<file path="src/rtl/arb_pkg.sv">
// Shared constants and FSM state type for the 8-way round-robin arbiter.
package arb_pkg;
    localparam int N_REQ = 8;
    localparam int IDX_W = 3;
    localparam int CNT_W = 8;

    typedef enum logic {
        IDLE  = 1'b0,
        GRANT = 1'b1
    } state_t;
endpackage

</file>
<file path="src/rtl/rr_pick8.sv">
// Combinational rotating-priority search: first set request bit at or above
// the start index, wrapping from the top index back to 0.
module rr_pick8
    import arb_pkg::*;
(
    input  logic [N_REQ-1:0] req,
    input  logic [IDX_W-1:0] start,
    output logic [IDX_W-1:0] winner,
    output logic             found
);

    logic [N_REQ-1:0] rot;
    logic [IDX_W-1:0] pos [N_REQ];

    // rot[k] is the request k positions past start; index arithmetic wraps naturally in IDX_W bits
    generate
        for (genvar gi = 0; gi < N_REQ; gi++) begin : g_rot
            assign pos[gi] = start + IDX_W'(gi);
            assign rot[gi] = req[pos[gi]];
        end
    endgenerate

    always_comb begin
        winner = start;
        found  = 1'b0;
        for (int k = N_REQ - 1; k >= 0; k--) begin
            if (rot[k]) begin
                winner = pos[k];
                found  = 1'b1;
            end
        end
    end

endmodule

</file>
<file path="src/rtl/rr_arb8.sv">
// Eight-requester round-robin arbiter with done/request-drop release and a
// hold-time limit that forcibly releases a grant and flags it with a pulse.
module rr_arb8
    import arb_pkg::*;
#(
    parameter int TIMEOUT = 16
) (
    input  logic                 clk,
    input  logic                 rst_n,
    input  logic [N_REQ-1:0]     req,
    input  logic                 done,
    output logic [IDX_W-1:0]     gnt_idx,
    output logic                 gnt_vld,
    output logic [N_REQ-1:0]     gnt,
    output logic                 timeout
);

    state_t           state_reg, state_next;
    logic [IDX_W-1:0] gnt_idx_reg;
    logic [IDX_W-1:0] last_idx_reg;
    logic [CNT_W-1:0] hold_cnt_reg;
    logic             timeout_reg;

    logic [IDX_W-1:0] start;
    logic [IDX_W-1:0] winner;
    logic             found;
    logic             hold_max;
    logic             rel_normal;
    logic             release_evt;

    assign start       = last_idx_reg + IDX_W'(1);
    assign hold_max    = (hold_cnt_reg == CNT_W'(TIMEOUT - 1));
    assign rel_normal  = done | ~req[gnt_idx_reg];
    assign release_evt = (state_reg == GRANT) & (rel_normal | hold_max);

    rr_pick8 u_pick (
        .req    (req),
        .start  (start),
        .winner (winner),
        .found  (found)
    );

    always_ff @(posedge clk or negedge rst_n) begin
        if (!rst_n) begin
            state_reg <= IDLE;
        end else begin
            state_reg <= state_next;
        end
    end

    always_comb begin
        state_next = state_reg;
        case (state_reg)
            IDLE:    if (found)       state_next = GRANT;
            GRANT:   if (release_evt) state_next = IDLE;
            default: state_next = IDLE;
        endcase
    end

    always_comb begin
        gnt_vld = (state_reg == GRANT);
        gnt_idx = gnt_idx_reg;
        timeout = timeout_reg;
        gnt     = gnt_vld ? (N_REQ'(1) << gnt_idx_reg) : '0;
    end

    // Timeout flags only a release caused purely by the hold counter
    always_ff @(posedge clk or negedge rst_n) begin
        if (!rst_n) begin
            gnt_idx_reg  <= '0;
            last_idx_reg <= IDX_W'(N_REQ - 1);
            hold_cnt_reg <= '0;
            timeout_reg  <= 1'b0;
        end else begin
            timeout_reg <= 1'b0;
            if (state_reg == IDLE) begin
                if (found) begin
                    gnt_idx_reg  <= winner;
                    hold_cnt_reg <= '0;
                end
            end else if (release_evt) begin
                last_idx_reg <= gnt_idx_reg;
                timeout_reg  <= hold_max & ~rel_normal;
            end else if (hold_cnt_reg != '1) begin
                hold_cnt_reg <= hold_cnt_reg + CNT_W'(1);
            end
        end
    end

endmodule

</file>
<file path="config.mk">
export PLATFORM = sky130hd
export DESIGN_NAME = rr_arb8
export DESIGN_NICKNAME = d
export VERILOG_FILES = /design/src/rtl/arb_pkg.sv /design/src/rtl/rr_pick8.sv /design/src/rtl/rr_arb8.sv
export SDC_FILE = /design/constraint.sdc
export NUM_CORES = 1
export LEC_CHECK = 0
export ABC_AREA = 1
export CAP_MARGIN = 10
export CORE_AREA = 2 2 51 77
export DETAILED_ROUTE_END_ITERATION = 10
export DIE_AREA = 0 0 53 79
export GPL_TIMING_DRIVEN = 0
export PLACE_DENSITY_LB_ADDON = 0.25
export SKIP_LAST_GASP = 1
export SYNTH_ARGS = -nofsm -noshare
export SYNTH_HDL_FRONTEND = slang
export SYNTH_SLANG_ARGS = --single-unit
</file>
<file path="constraint.sdc">
create_clock -name clk -period 2.44 [get_ports clk]
set_clock_uncertainty 0.2 [all_clocks]
set_input_delay 0.61 -clock clk [delete_from_list [all_inputs] [get_ports clk]]
set_output_delay 0.61 -clock clk [all_outputs]
set_load 0.1 [all_outputs]
</file>
# ---- Yosys cells after proc, flatten, opt, wreduce, memory -nomap -nowiden
# Cells that the tools add are included.
dict set report word_totals {
  mem_bits_rw 0
  n_memories 0
  latch_bits 0
  output_inout_bits 13
  rom_bits 0
  ff_bits 16
}
dict set report classes {
  n_addsub 9
  n_mul 0
  reduce_logical 4
  n_shift 1
  n_eq_ne 4
  div_mod_pow 0
  n_lt_le_gt_ge 9
  mux 44
  n_bitwise 7
}
# op n
set op_table {}
lappend op_table {{2-to-1 mux 8 bit} 5}
lappend op_table {{< comparator 3 x 4 -> 1 bit (second input constant)} 9}
lappend op_table {{binary-select mux 1 bit (select 3 bit)} 9}
lappend op_table {{2-to-1 mux 3 bit} 8}
lappend op_table {{2-to-1 mux 1 bit} 21}
lappend op_table {{adder 3 bit (second input constant)} 4}
lappend op_table {{adder 8 x 1 -> 8 bit (second input constant)} 1}
lappend op_table {{equality test 8 x 4 -> 1 bit (second input constant)} 1}
lappend op_table {{inequality test 8 bit (second input constant)} 1}
lappend op_table {{<< shifter 1 x 3 -> 8 bit (first input constant)} 1}
lappend op_table {{adder 3 x 1 -> 3 bit (second input constant)} 2}
lappend op_table {{adder 3 x 2 -> 3 bit (second input constant)} 2}
lappend op_table {{AND reduction 2 bit} 2}
lappend op_table {{NOT 1 bit} 3}
lappend op_table {{AND reduction 3 bit} 1}
lappend op_table {{bitwise AND 1 bit} 2}
lappend op_table {{inequality test 2 x 1 -> 1 bit (second input constant)} 1}
lappend op_table {{inequality test 2 bit (second input constant)} 1}
lappend op_table {{OR 1 bit} 2}
lappend op_table {{case mux 1 bit (2 select lines)} 1}
lappend op_table {{nonzero test 2 bit} 1}

# ---- Depth between registers and ports, before layout
# Gate-level depths: netlist (run 1).
dict set report depth {
  word_depth 14
  depth_mapped 19
  ltp_nobuf 19
}

# ---- Cells and area by module
# From an unflattened synthesis (run 1), not the netlist that was laid out.
dict set report unflattened {
  hier_cells 281
  hier_area_um2 1840.5
}
# module cells_per_inst area_per_inst_um2 seq_area_each_um2 n_inst
set modules_own_cells {}
lappend modules_own_cells {rr_arb8 156 1109.8 404.1 1}
lappend modules_own_cells {rr_pick8 125 730.7 0.0 1}

# ---- Worst setup path before layout (run 1)
# OpenSTA, ideal clock, no wires.
dict set report synth_path {
  path_type {reg2out}
  from {reg state_reg, in the netlist gnt_vld}
  to {out gnt[4]}
  arrival_time_ns 2.697
  path_stages_with_launch 4
  path_buffers 1
  slack_ns -1.067
  path_cell_list {dfrtp_1 -> clkbuf_1 -> nand2_1 -> nor2_1}
}
dict set report synth_between {
  elab_chain_cells 1
}
# item line
set synth_lines {}
lappend synth_lines {{start: declaration} rr_arb8.sv:18} ;# state_t state_reg, state_next;
lappend synth_lines {{start signal: assignment} rr_arb8.sv:47} ;# state_reg <= state_next;
lappend synth_lines {{2-to-1 mux 8 bit} rr_arb8.sv:64} ;# gnt = gnt_vld ? (N_REQ'(1) << gnt_idx_reg) : '0;
lappend synth_lines {{end: declaration} rr_arb8.sv:14} ;# output logic [N_REQ-1:0] gnt,
# No other way between the ends.

# ---- Worst setup path in the final report (run 1)
dict set report layout_path {
  from {reg last_idx_reg[0]}
  to {reg hold_cnt_reg[6]}
}
dict set report layout_between {
  elab_chain_cells 14
  word_cells_on_any_way 34
  classes_between {add/sub (8); mux (24); reduce/logical (2)}
}
# item line
set layout_lines {}
lappend layout_lines {{start: declaration} rr_arb8.sv:20} ;# logic [IDX_W-1:0] last_idx_reg;
lappend layout_lines {{start signal: assignment} rr_arb8.sv:71} ;# last_idx_reg <= IDX_W'(N_REQ - 1);
lappend layout_lines {{start signal: assignment} rr_arb8.sv:82} ;# last_idx_reg <= gnt_idx_reg;
lappend layout_lines {{adder 3 x 1 -> 3 bit (*)} rr_arb8.sv:31} ;# assign start = last_idx_reg + IDX_W'(1);
lappend layout_lines {{adder 3 bit} rr_pick8.sv:18} ;# assign pos[gi] = start + IDX_W'(gi);
lappend layout_lines {{binary-select mux 1 bit (select 3 bit)} rr_pick8.sv:19} ;# assign rot[gi] = req[pos[gi]];
lappend layout_lines {{2-to-1 mux 1 bit (implied by the code)} rr_pick8.sv:19}
lappend layout_lines {{2-to-1 mux 1 bit (7 in a row)} rr_pick8.sv:27} ;# if (rot[k]) begin
lappend layout_lines {{2-to-1 mux 1 bit (*)} rr_pick8.sv:27}
lappend layout_lines {{nonzero test 2 bit (no line) (*)} -}
lappend layout_lines {{AND reduction 3 bit (no line) (*)} -}
lappend layout_lines {{end signal: assignment} rr_arb8.sv:85} ;# hold_cnt_reg <= hold_cnt_reg + CNT_W'(1);
lappend layout_lines {{end: declaration} rr_arb8.sv:21} ;# logic [CNT_W-1:0] hold_cnt_reg;
# Every way passes the cells marked *; elsewhere a longest branch is shown, timed or not. The select of a mux whose other input is x is not followed.
# A chain may end at the register's enable or synchronous reset.

==> key figures, run 1 <==
Outcome
  – Status: finished, violations left
  – Failing checks: negative setup slack

Die
  – DIE AREA: around 4200 sq um
  – Total I/O pin count: 24
  – Core Area: 3550 sq um
  – Chip height: 79 um
  – Initial Util: 48.3%
  – Cell row count: 27
  – Die span in x: 53 um

Timing
  – Worst Max-Slew Pin Slew: 975 ps
  – PnR worst setup slack: -94.5 ps
  – Worst hold slack: 339 ps
  – Setup-failing EPs final: 11
  – RSZ-0062 raised after global routing: true
  – Period utilization: 104%
  – Final Hold Vio Count: 0
  – Minimum clock period: 2530 ps
  – F_max: 0.395 GHz
  – Fin. max-slew vios: 0
  – Slew headroom: 35.2%

Setup path
  – Worst path max stage delay: 570 ps
  – Crit-path cells: inv_6 > ha_4 > buf_6 > nand2_4 > nand2_8 > nand3_4 > nand2_4 > nand2_4 > nand2_4 > nor2_4 > nand3_4 > nor2_4 > nand2_2 > nand2_4 > buf_6 > buf_12 > nand2_2 > o21ai_2
  – Worst path required time: 2420 ps
  – Critical path's most frequent cell: nand2_4
  – RR Startpoint: last_idx_reg[0]$_DFFE_PN1P_
  – Slowest-stage cell, CP: dfstp_2
  – Crit path capture type: register
  – Worst reg-to-reg setup slack: -90 ps
  – Depth of the most critical reg-to-reg path: 18
  – CP startpoint kind: register
  – Crit path DAT: approximately 2500 ps
  – Crit Path Class: register to register
  – CP max FO: 5
  – End of the worst register-to-register path: hold_cnt_reg[6]$_DFFE_PN0P_

Routing
  – Vias: 1883
  – Number of remaining DRC errors: 0
  – Routed wire length: 4980 um
  – Wire per inst: 13.5 um
  – Antenna Violating Nets Remaining: 0
  – DR vias/cell: around 5.1
  – Detailed Route Iter0 Violations: 42
  – Drt pass-1 iters: 7

Synth
  – Ys async rst share: 100%
  – Ys Warns: 0
  – Post-synth EDFFs: 0
  – Cell count after synthesis: 275
  – Post-synthesis sequential element count: 16
  – Sequential area share after synthesis: 23.6%
  – Commonest register cell after synthesis: dfrtp_1
  – Mapped Area: 1710 sq um
  – Unique masters post-synth: 35
  – Net Count, Synth: 289
  – Mapped Avg Cell Area: 6.23 sq um

Global routing
  – Largest net degree at the start of global routing: 17
  – Gr usage total: roughly a quarter
  – Initial antenna violation count: 0
  – Remaining global-route overflow: 0
  – First-pass GRT wire length: approximately 7700 um
  – Vias in the first global route: 1863

Hold path
  – Hold EP: last_idx_reg[1]$_DFFE_PN1P_
  – Hold Crit Start: last_idx_reg[1]$_DFFE_PN1P_
  – Worst hold stages: 2
  – Hold Crit Class: register to register

Clock network
  – CTS tree: yes
  – CTS root buf: clkbuf_8
  – Clock Latency Late Sink: 250 ps
  – CTS Hold Bufs: 0
  – Num CTS Buffers: 3
  – Clock sinks: 16
  – Bufs on Longest Clock Path: 2
  – H-tree levels: 1
  – Clk slew on worst S/H paths: 60 ps

Placed design
  – HPWL after DPL: 3370 um
  – PortBufs: 23
  – GP Congestion: around 0.76

Finish
  – Max reg flops: 8
  – Area grow syn2layout: 48.0%
  – Antenna cells: 0
  – Ratio of cells with drive above 1 in the final layout: 43.1%
  – Layout net count: 340

Run
  – MaxCap Viol Count: 0
[cells in the mapped netlist (2+ instances only)]
library cell / n / area, sq um
nand3_4: 2 / 35.0
o21ai_2: 9 / 78.8
xor2_1: 2 / 17.5
or2_1: 2 / 12.5
nor2_4: 3 / 33.8
nand2_2: 18 / 113
nor2_1: 19 / 71.3
a21oi_1: 7 / 35.0
dfstp_2: 3 / 78.8
dfrtp_1: 13 / 325
inv_2: 4 / 15.0
ha_1: 3 / 37.5
inv_1: 34 / 128
nand3_1: 15 / 75.1
nor3_1: 2 / 10.0
o22ai_1: 2 / 12.5
nand4_1: 3 / 18.8
nand2_1: 103 / 387
nand3_2: 2 / 20.0
o21ai_1: 4 / 20.0
o211ai_1: 2 / 15.0
or2_2: 6 / 37.5
o21ai_0: 5 / 25.0
[final cells by class]
class                      instances  area [sq um]
sequential                        16           412
timing repair buffer              46           415
inverter                          38           153
tap                               43          53.8
clock buffer                       4          55.1
buffer                             5          62.6
multi-input combinational        216          1390
fill                             278          1010
[stage by stage]
stage | cells | utilization [%] | setup TNS [ps] | worst slack [ps] | area [sq um]
detailed placement | 341 | 58.9 | -7850 | -537 | 2090
global route | 368 | 71.5 | -2590 | -251 | 2540
floorplan | 275 | - | 0 | 12.0 | 1800
CTS | 366 | 69.9 | -522 | -104 | 2480
global placement | 341 | 58.9 | -7470 | -540 | 2090
finish | 368 | 71.5 | -722 | -94.5 | 2540
[how the worst max path moves through the flow]
stage,start,to,cells after the start
after floorplan,gnt_vld$_DFF_PN0_,gnt[0],3
after global placement,gnt_vld$_DFF_PN0_,gnt[3],4
after detailed placement,gnt_vld$_DFF_PN0_,gnt[3],4
after CTS,gnt_vld$_DFF_PN0_,gnt[3],4
after global routing,last_idx_reg[0]$_DFFE_PN1P_,hold_cnt_reg[6]$_DFFE_PN0P_,18
final,last_idx_reg[0]$_DFFE_PN1P_,hold_cnt_reg[6]$_DFFE_PN0P_,18
[cell families after synthesis]
| family | synth area share (%) |
|---|---|
| XOR/XNOR | 1.02 |
| AND/OR/NAND/NOR | 49.8 |
| adder cells (fa/ha/maj) | 2.19 |
| flip-flops | 23.6 |
| AO/OA/AOI/OAI | 11.8 |
| buffers and inverters | 11.7 |
[critical path, delay by kind of cell, from the launching register on]
family | cells | cell delay [ps]
buffers and inverters | 4 | 400
AO/OA/AOI/OAI | 1 | 50
AND/OR/NAND/NOR | 12 | 1020
adder cells (fa/ha/maj) | 1 | 240
flip-flops | 1 | 570
[cell usage in the layout (no fill, tap or decap), drive strengths merged]
| master | count |
|---|---|
| o21ai | 18 |
| inv | 38 |
| clkdlybuf4s50 | 6 |
| a21oi | 7 |
| dfrtp | 13 |
| buf | 30 |
| o2111ai | 1 |
| and2 | 1 |
| nor3b | 1 |
| nor3 | 2 |
| ha | 3 |
| nor4 | 1 |
| nand3 | 19 |
| nand4 | 3 |
| xor2 | 2 |
| dfstp | 3 |
| a31oi | 1 |
| clkbuf | 10 |
| o22ai | 2 |
| nand2 | 122 |
| nor2 | 23 |
| dlygate4sd2 | 9 |
| or2 | 8 |
| o211ai | 2 |
[layer usage]
metal | up-vias | GRT usage [%] | part of all wire (%)
met3 | 16 | 1.13 | 1.4
met1 | 875 | 23.5 | 37
met4 | 0 | 11.8 | 3.4
li1 | 962 | - | -
met2 | 30 | 50.0 | 58
met5 | - | 0 | 0
[repair_timing]
| item | CTS | global route |
|---|---|---|
| pin swaps | 25 | 7 |
| buffers inserted | 19 | 2 |
| cloned | 2 | 0 |
| gates resized for setup | 109 | 12 |
| setup endpoints to repair | 24 | 19 |
Power of run 1 is not shown: default switching activity piles up to over one toggle a cycle in this logic, so the estimate is an artifact.
==> inputs of run 2 (changes only) <==
--- a/config.mk
+++ b/config.mk
@@ -7,9 +7,9 @@
 export LEC_CHECK = 0
 export ABC_AREA = 1
 export CAP_MARGIN = 10
-export CORE_AREA = 2 2 51 77
+export CORE_AREA = 2 2 49 74
 export DETAILED_ROUTE_END_ITERATION = 10
-export DIE_AREA = 0 0 53 79
+export DIE_AREA = 0 0 51 76
 export GPL_TIMING_DRIVEN = 0
 export PLACE_DENSITY_LB_ADDON = 0.25
 export SKIP_LAST_GASP = 1
==> constraint.sdc (replaced) <==
create_clock -name clk -period 2.81 [get_ports clk]
set_clock_uncertainty 0.2 [all_clocks]
set_input_delay 0.7025 -clock clk [delete_from_list [all_inputs] [get_ports clk]]
set_output_delay 0.7025 -clock clk [all_outputs]
set_load 0.1 [all_outputs]
==> key figures, run 2 (synthesized netlist as in run 1, its figures left out) <==
Outcome
  – Status: completed

Clock network
  – CTS tree: yes
  – Num CTS Buffers: 3 (unchanged)
  – Clock Latency Late Sink: 240 ps (about the same)
  – H-tree levels: 1 (unchanged)
  – Clk slew on worst S/H paths: 60 ps (about the same)
  – Bufs on Longest Clock Path: 2 (unchanged)
  – Clock sinks: 16 (unchanged)
  – CTS root buf: clkbuf_8

Placed design
  – Placed Area: 2060 sq um (-1.3%)
  – PortBufs: 23 (unchanged)
  – HPWL after DPL: 3470 um (+3.0%)
  – GP Congestion: 0.778 (+2.8%)

Setup path
  – Worst path required time: 1910 ps (-510 ps)
  – Worst path max stage delay: 1170 ps (+600 ps)
  – WP buf/inv: 1 (-3)
  – Crit path capture type: output pin
  – CP max FO: 6 (+1)
  – Crit-path cells: clkdlybuf4s50_1
  – CP startpoint kind: register
  – Crit path max-delay family: buffers and inverters
  – Crit Path Class: register to output pin
  – Slowest-stage cell, CP: clkdlybuf4s50_1
  – Crit path DAT: 1860 ps (-660 ps)
  – RR Startpoint: last_idx_reg[0]$_DFFE_PN1P_
  – Crit path launch: gnt_idx[1]$_DFFE_PN0P_

Die
  – Core Area: 3290 sq um (-7.4%)
  – Initial Util: 52.2% (+3.8 points)
  – DIE AREA: 3880 sq um (-7.4%)
  – Chip height: 76 um (-3.8%)
  – Cell row count: 26 (-3.7%)
  – Total I/O pin count: 24 (unchanged)
  – Die span in x: 51 um (-3.8%)

Global routing
  – First-pass GRT wire length: 7270 um (-6.1%)
  – Vias in the first global route: 1652 (-11%)
  – Remaining global-route overflow: 0 (unchanged)
  – Initial antenna violation count: 0 (unchanged)
  – Gr usage total: 23.6% (-1.1 points)
  – Largest net degree at the start of global routing: 17 (unchanged)

Timing
  – RSZ-0062 raised after global routing: false
  – Setup-failing EPs final: 0 (-11)
  – Worst Max-Slew Pin Slew: 988 ps (+12.4 ps)
  – Slew headroom: 33.9% (-1.3 points)
  – Fin. max-slew vios: 0 (unchanged)
  – Period utilization: between 90% and 100%
  – Final Hold Vio Count: 0 (unchanged)
  – F_max: 0.362 GHz
  – Minimum clock period: 2760 ps

Finish
  – Ratio of cells with drive above 1 in the final layout: 27.5% (-16 points)
  – Antenna cells: 0 (unchanged)
  – Commonest cells after routing, fill and taps aside: nand2_1 (101), inv_1 (33), nand2_2 (20)
  – Final Instance Area: 2150 sq um (-15%)
  – Layout net count: 320 (-5.9%)
  – Max reg flops: 8 (unchanged)
  – Most common cell after layout, fill and taps aside: nand2_1
  – Area grow syn2layout: 25.5%

Routing
  – Number of remaining DRC errors: 0 (unchanged)
  – Drt pass-1 iters: 4 (-3)
  – Vias: 1760 (-6.5%)
  – DR vias/cell: 5.07 (-0.88%)
  – Antenna Violating Nets Remaining: 0 (unchanged)
  – Routed wire length: 4240 um (-15%)
  – Wire per inst: 12.2 um (-9.9%)
  – Detailed Route Iter0 Violations: 34 (-19%)

Hold path
  – Hold Crit Start: last_idx_reg[1]$_DFFE_PN1P_
  – Hold Crit Class: register to register

Run
  – MaxCap Viol Count: 0 (unchanged)
==> run 2: changes by cell type in the layout (fill, tap and decap cells not counted), sizes merged <==
cell           previous run  this run
buf                      30        15
dlygate4sd2               9         0
clkbuf                   10         5
clkdlybuf4s50             6        15
==> run 2: what timing repair did <==
action | in CTS | in global routing
setup buffers | 0 | 3
endpoints found under the setup margin | 8 | 11
hold buffers | 0 | 0
pin swaps | 0 | 2
hold endpoints to repair | 0 | 0
resized for setup | 48 | 7
==> run 2: layout make-up <==
cell class / count / area (sq um)
plain buffers: 5 / 57.6
clock buffers: 4 / 55.1
fillers: 308 / 1130
inverters: 38 / 145
multi-input cells: 216 / 1190
flip-flops and latches: 16 / 408
well taps: 42 / 52.6
repair buffers: 26 / 245
==> run 2: final timing paths <==
kind | slack [ps] | cells past startpoint | endpoint
min in group asynchronous | 690 | 1 | hold_cnt_reg[4]$_DFFE_PN0P_
min reg2reg | 330 | 2 | last_idx_reg[1]$_DFFE_PN1P_
min | 330 | 2 | last_idx_reg[1]$_DFFE_PN1P_
max in group asynchronous | 1230 | 1 | gnt_idx[2]$_DFFE_PN0P_
max | 50 | 1 | gnt_idx[1]
max reg2reg | 190 | 17 | hold_cnt_reg[5]$_DFFE_PN0P_
==> run 2: metal layers <==
| layer | routed length [um] | GRT usage [%] |
|---|---|---|
| met2 | 2530 | 46.9 |
| met4 | 50 | 7.03 |
| met1 | 1570 | 25.3 |
| met3 | 78 | 1.18 |
| met5 | 0 | 0 |
==> run 2: stage by stage <==
| step | utilization [%] | setup WS (ps) | hold WS [ps] | setup TNS [ps] | instances |
|---|---|---|---|---|---|
| floorplan | - | 38.2 | 207 | 0 | 275 |
| detailed placement | 62.7 | -501 | 310 | -4710 | 340 |
| global route | 65.5 | 8.30 | 365 | 0 | 347 |
| global placement | 62.7 | -466 | 305 | -4540 | 340 |
| finish | 65.5 | 48.9 | 334 | 0 | 347 |
| CTS | 63.8 | 28.7 | 323 | 0 | 344 |
Power of run 2 is left out for the same reason.
